===== src/rtl/bin_ex3.sv =====
// Registered 4-bit excess-3 encoder (a+3) and decoder (a-3) with code-validity flags.
// Each path is a 4-bit ripple-carry adder against a tied-off constant operand.

module bin_ex3_fa (
  input  logic x,
  input  logic y,
  input  logic cin,
  output logic s,
  output logic cout
);
  always_comb begin
    s    = x ^ y ^ cin;
    cout = (x & y) | (cin & (x ^ y));
  end
endmodule

module bin_ex3_rca4 (
  input  logic [3:0] x,
  input  logic [3:0] k,
  output logic [3:0] s
);
  logic [3:0] c;

  assign c[0] = 1'b0;

  genvar i;
  generate
    for (i = 0; i < 3; i++) begin : g_fa
      bin_ex3_fa u_fa (
        .x    (x[i]),
        .y    (k[i]),
        .cin  (c[i]),
        .s    (s[i]),
        .cout (c[i+1])
      );
    end
  endgenerate

  // Carry-out of the MSB is discarded (mod-16 result), so only its sum is formed.
  assign s[3] = x[3] ^ k[3] ^ c[3];
endmodule

module bin_ex3 (
  input  logic       clk,
  input  logic       rst,
  input  logic [3:0] a,
  output logic [3:0] y1,
  output logic [3:0] y2,
  output logic       err1,
  output logic       err2
);
  localparam logic [3:0] K_ENC = 4'b0011;
  localparam logic [3:0] K_DEC = 4'b1101;

  logic [3:0] sum_enc;
  logic [3:0] sum_dec;
  logic [3:0] y1_d, y1_q;
  logic [3:0] y2_d, y2_q;
  logic       err1_d, err1_q;
  logic       err2_d, err2_q;

  bin_ex3_rca4 u_enc (
    .x (a),
    .k (K_ENC),
    .s (sum_enc)
  );

  bin_ex3_rca4 u_dec (
    .x (a),
    .k (K_DEC),
    .s (sum_dec)
  );

  always_comb begin
    y1_d   = sum_enc;
    y2_d   = sum_dec;
    err1_d = (a >= 4'd10);
    err2_d = (a <= 4'd2) || (a >= 4'd13);
  end

  always_ff @(posedge clk) begin
    if (rst) begin
      y1_q   <= 4'd0;
      y2_q   <= 4'd0;
      err1_q <= 1'b0;
      err2_q <= 1'b0;
    end else begin
      y1_q   <= y1_d;
      y2_q   <= y2_d;
      err1_q <= err1_d;
      err2_q <= err2_d;
    end
  end

  assign y1   = y1_q;
  assign y2   = y2_q;
  assign err1 = err1_q;
  assign err2 = err2_q;
endmodule


===== config.mk =====
export PLATFORM = sky130hd
export DESIGN_NAME = bin_ex3
export DESIGN_NICKNAME = d
export VERILOG_FILES = /design/src/rtl/bin_ex3.sv
export SDC_FILE = /design/constraint.sdc
export NUM_CORES = 1
export LEC_CHECK = 0
export CORE_AREA = 3 3 40 42
export CTS_BUF_LIST = sky130_fd_sc_hd__clkbuf_2 sky130_fd_sc_hd__clkbuf_4 sky130_fd_sc_hd__clkbuf_8
export DETAILED_ROUTE_END_ITERATION = 6
export DIE_AREA = 0 0 43 45
export GPL_TIMING_DRIVEN = 0
export PLACE_DENSITY = 0.67
export SKIP_LAST_GASP = 1
export SYNTH_ARGS = -nofsm -noshare
export SYNTH_HDL_FRONTEND = slang
export SYNTH_HIERARCHICAL = 1
export SYNTH_SLANG_ARGS = --single-unit

===== constraint.sdc =====
create_clock -name clk -period 1.7 [get_ports clk]
set_input_delay 0.255 -clock clk [delete_from_list [all_inputs] [get_ports clk]]
set_output_delay 0.255 -clock clk [all_outputs]
set_load 0.01 [all_outputs]

==> run metrics, run 1 <==
Power Dens Cells=888.5 nW/µm²; crit path launch=a[0]; Mapped Cells=35; final hold violations=0; critical path type=input pin to register; Post-CTS Hold Buffers=0; XOR/XNOR Fraction of Synth Area=10.13%; Post-synth top cells=dfxtp_1 (10), nor2b_1 (8), fa_1 (6), conb_1 (4), xor3_1 (2); DIE WIDTH=43 µm; CTS tree=done; Setup crit end kind=register; CP Max Fanout=4; total clock sinks=10; filler cell count=118; layout cells sized above 1=20.00%; Adder-Cell Fraction of Synth Area=25.60%; most frequent CP cell=fa_2; root buf cell=clkbuf_4; dpl ws=-653.0 ps; total grt overflow=0; worst hold start=a[0]; die height=45 µm; Pins Over Slew Limit=0; Hold Crit Depth=3; EDFF count, synth=0; leak pwr=0.2974 nW; fin crit share=96.36%; CP Cell Sequence=buf_2 > fa_2 > fa_2 > fa_2 > xor3_1 > nor2b_1; cell area after synthesis=469.2 µm²; Critical Path Start Type=input pin; outcome=complete, no violations; I/O pin cnt=16; H-tree levels=1; final count of negative-setup-slack endpoints=0; I/O Buffers=15; CP Data Arrival Time=1780 ps; vias in the first global route=351; Initial DRC Count=1; max cap viols=0; VDD IR max=0.5283 mV; upper clock frequency limit=610.5 MHz; Clock Tree Buf Depth=2; mux contribution to synthesized area=0%; first-pass GRT wire length=1.442 mm; Num CTS Buffers=3; final core utilization=55.21%; Final Wtd Congestion=0.6995; Setup TNS=0 ps; Vias=317; CP peak stage delay=400 ps; WP data required=1850 ps; delay-heaviest family, CP=adder cells; synth unique cells=10; Vias per Instance=4.227; WHS=376.0 ps; Area contributors post-synth=dfxtp_1 (43%), fa_1 (26%), nor2b_1 (11%); Yosys reg bits=10; largest family of logic cells by synthesized area=adder cells; Synth Flop Type=dfxtp_1; Residual DRC=0; First-pass DRT Iterations=2; RSZ-0062 raised after global routing=no; largest net degree at the start of global routing=11; num rows=13; Mean Syn Cell Area=13.41 µm²; initial antenna violation count=0; Hold/Removal Path Class=input pin to register; DIE AREA=1935 µm²; CP max-delay cell=fa_2; Worst-path clk slew=70 ps; mean routed wirelength per cell=10.11 µm; Final Critical Period=1638 ps; top cell type's share of synthesized area=42.67%; # diodes=0; Post-Synth Simple-Gate Area=13.07%; register area share after synthesis=42.67%; Final #Nets=73; dpl hpwl=603.9 µm; drt total wl=758 µm; compound-gate portion of the synthesized area=5.333%; Core Region=1285 µm²; worst setup margin=61.93 ps; postcts setup bufs=0; Yosys top cell by area=dfxtp_1; yosys warns=6; antenna-violating nets left=0; Post-synth ARST share=0%; CP bufs+invs=1; hold worst-path end=err2; Initial Utilization=36.51%; Synth-to-Final Area Change=51.20%; total global-route track usage=11.00%; top-count cell post-synth=dfxtp_1
cell families (layout without fill, tap and decap cells):
| family | count (synthesis) | count (layout) |
|---|---|---|
| AO/OA/AOI/OAI | 3 | 3 |
| XOR/XNOR | 2 | 2 |
| adder cells (fa/ha/maj) | 6 | 6 |
| buffers and inverters | 0 | 19 |
| flip-flops | 10 | 10 |
| other | 4 | 10 |
| AND/OR/NAND/NOR | 10 | 10 |
repair_timing:
action	CTS	global route
pin swaps	2	0
resized for setup	4	1
setup endpoints to repair	4	2
layout make-up:
cell class / count / area, µm² / share of cell area [%]
multi-input cells: 31 / 306.5 / 43.21
flip-flops and latches: 10 / 200.2 / 28.22
repair buffers: 15 / 147.6 / 20.81
clock buffers: 4 / 36.28 / 5.115
well taps: 15 / 18.77 / 2.646
state kept, by name, summed over array words and instances, names as in the netlist:
register and cells:
y2 4, err1 1, err2 1, y1 4
cell usage in the layout (no fill, tap or decap):
master,Yosys,layout
clkdlybuf4s50_1,0,13
dfxtp_1,10,10
conb_1,4,10
nor2b_1,8,8
fa_2,0,6
clkbuf_4,0,3
xor3_1,2,2
nor2_1,1,1
nor3b_1,1,1
o211ai_1,1,1
a211o_1,1,1
a21oi_2,1,1
clkbuf_8,0,1
buf_2,0,1
dlymetal6s2s_1,0,1
how the worst max path moves through the flow:
stage | slack [ps] | cells past startpoint | end
final | 60 | 6 | y1[3]
after detailed placement | -650 | 6 | y1[3]
after floorplan | 3 | 5 | y1[3]
after global routing | 30 | 6 | y1[3]
after global placement | -640 | 6 | y1[3]
after CTS | 10 | 5 | y1[3]
per-layer routing:
layer / global-route usage [%] / share of wire, % / up-vias
li1: - / - / 148
met1: 10.10 / 36 / 156
met2: 18.86 / 54 / 11
met3: 5.976 / 7.3 / 2
met4: 7.229 / 2.1 / 0
met5: 0 / 0 / -
metrics by stage:
step           area, µm²  std cells  total power [mW]
6_report           709.4         75            0.6303
5_1_grt            709.4         75            0.6786
3_3_place_gp       675.6         71            0.4232
4_1_cts            706.9         75            0.6458
3_5_place_dp       675.6         71            0.4292
2_1_floorplan      506.7         41            0.3464
report_power, final:
part	leakage [nW]	total [mW]	internal, mW	switching [mW]
registers	0.0832	0.265	0.260	0.00563
logic	0.193	0.154	0.0945	0.0592
clock network	0.0210	0.211	0.130	0.0811
total	0.297	0.630	0.484	0.146
No activity file was read; power rests on OpenSTA's default activity.
==> run 2: changes to the inputs <==
- ABC_AREA: default -> 1
- CORE_AREA: 3 3 40 42 -> default
- CORE_MARGIN: default -> 3
- CORE_UTILIZATION: default -> 37
- DIE_AREA: 0 0 43 45 -> default
- PLACE_DENSITY: 0.67 -> 0.68
==> run 2 against run 1 <==
Effect of this change:
- synthesized cell count up 91%
- critical path depth unchanged
- core utilization up 2.2 points
- routed wire length up 16%
- hold slack worse by 110 ps
==> run metrics, run 2 <==
Hold/Removal Path Class=input pin to register; Residual DRC=0; H-tree levels=1; DIE AREA=1920 µm²; initial antenna violation count=0; WHS=266.3 ps; num rows=13; Synth Flop Type=dfxtp_1; worst setup margin=53.82 ps; register area share after synthesis=37.83%; CTS tree=done; DIE WIDTH=43.82 µm; Pins Over Slew Limit=0; total global-route track usage=10.98%; max cap viols=0; CP bufs+invs=2; largest net degree at the start of global routing=11; dpl hpwl=703.8 µm; Yosys reg bits=10; antenna-violating nets left=0; EDFF count, synth=0; CP peak stage delay=520 ps; Vias per Instance=3.972; cell area after synthesis=529.3 µm²; most frequent CP cell=fa_2; fin crit share=96.83%; outcome=complete, no violations; final count of negative-setup-slack endpoints=0; Vias=425; Area contributors post-synth=dfxtp_1 (38%), fa_1 (23%), inv_1 (11%); WP data required=1900 ps; RSZ-0062 raised after global routing=yes; First-pass DRT Iterations=2; most frequent cells in the layout=inv_1 (16), nand2_1 (13), clkdlybuf4s50_1 (13), conb_1 (12), dfxtp_1 (10); synth unique cells=12; layout cells sized above 1=17.39%; Initial DRC Count=1; Final Wtd Congestion=0.6913; CP Data Arrival Time=1850 ps; Initial Utilization=40.17%; CP Max Fanout=4; die height=43.82 µm; top-count cell post-synth=inv_1; Power Dens Cells=764.8 nW/µm²; Yosys top cell by area=dfxtp_1; I/O Buffers=14; leak pwr=0.3903 nW; critical path type=input pin to register; vias in the first global route=412; Worst-path clk slew=60 ps; Setup crit end kind=register; CP Cell Sequence=clkdlybuf4s15_2 > fa_2 > fa_2 > fa_2 > inv_1 > nor2_1; Mapped Cells=67; dpl ws=-625.9 ps; Post-synth top cells=inv_1 (16), nand2_1 (13), dfxtp_1 (10), nor2_1 (9), fa_1 (6); CP max-delay cell=fa_2; mean routed wirelength per cell=8.252 µm; Num CTS Buffers=3; VDD IR max=0.2438 mV; Clock Tree Buf Depth=2; final hold violations=0; # diodes=0; leading cell type in the layout, fill and taps excluded=inv_1; total grt overflow=0; Core Region=1318 µm²; Final Critical Period=1646 ps; Mean Syn Cell Area=7.899 µm²; first-pass GRT wire length=1.476 mm; Critical Path Start Type=input pin; upper clock frequency limit=607.5 MHz; Post-CTS Hold Buffers=0; drt total wl=883 µm; I/O pin cnt=16; Post-synth ARST share=0%; Tot Pwr=578.9 µW; yosys warns=6; top cell type's share of synthesized area=37.83%; root buf cell=clkbuf_4; Final #Nets=106; Synth-to-Final Area Change=43.03%; delay-heaviest family, CP=adder cells; postcts setup bufs=0; total clock sinks=10
==> run 2: changes by cell type after synthesis, moves of 2 or more <==
cell     previous run  this run
nand3_1             0         2
nor2b_1             8         0
xor3_1              2         0
nand2_2             0         3
nor2_1              1         9
inv_1               0        16
nand2_1             0        13
==> run 2: cells by family (layout without fill, tap and decap cells) <==
| family | after synthesis | after routing | synth area share [%] |
|---|---|---|---|
| buffers and inverters | 18 | 35 | 13.00 |
| flip-flops | 10 | 10 | 37.82 |
| other | 4 | 12 | 2.836 |
| adder cells (fa/ha/maj) | 6 | 6 | 22.70 |
| AO/OA/AOI/OAI | 2 | 2 | 2.600 |
| AND/OR/NAND/NOR | 27 | 27 | 21.04 |
==> run 2: metrics by stage <==
step                      cell area (µm²)  utilization, %  TNS [ps]  std cells
after floorplan                     564.3               -         0         75
after global placement              723.2           54.89     -2744        104
after detailed placement            723.2           54.89     -2792        104
after CTS                           752.0           57.07         0        107
after global routing                757.0           57.45   -0.1326        107
final                               757.0           57.45         0        107
==> run 2: what timing repair did <==
| item | in CTS | in global routing |
|---|---|---|
| pin swaps | 0 | 0 |
| endpoints found under the setup margin | 4 | 4 |
| gates resized for setup | 5 | 2 |
==> run 2: metal layers <==
layer	global-route usage [%]	wire length (µm)
met3	1.660	58
met5	0	0
met4	12.65	22
met1	10.28	357
met2	18.60	445
==> run 2: worst paths after layout <==
path	start	cells after the start	endpoint	slack, ps
setup / recovery	a[0]	6	y1[2]	50
hold / removal	rst	2	err2	270
==> run 2: layout make-up <==
cell class	count	area [µm²]
flip-flops and latches	10	200.2
inverters	17	63.81
fillers	125	560.5
well taps	15	18.77
multi-input cells	47	305.3
plain buffers	1	5.005
repair buffers	14	141.4
clock buffers	3	22.52
==> run 2: report_power, final <==
| part | internal, mW | total, mW | switching [mW] |
|---|---|---|---|
| logic | 0.0808 | 0.158 | 0.0772 |
| registers | 0.258 | 0.264 | 0.00595 |
| clock network | 0.0815 | 0.157 | 0.0751 |
| total | 0.421 | 0.579 | 0.158 |
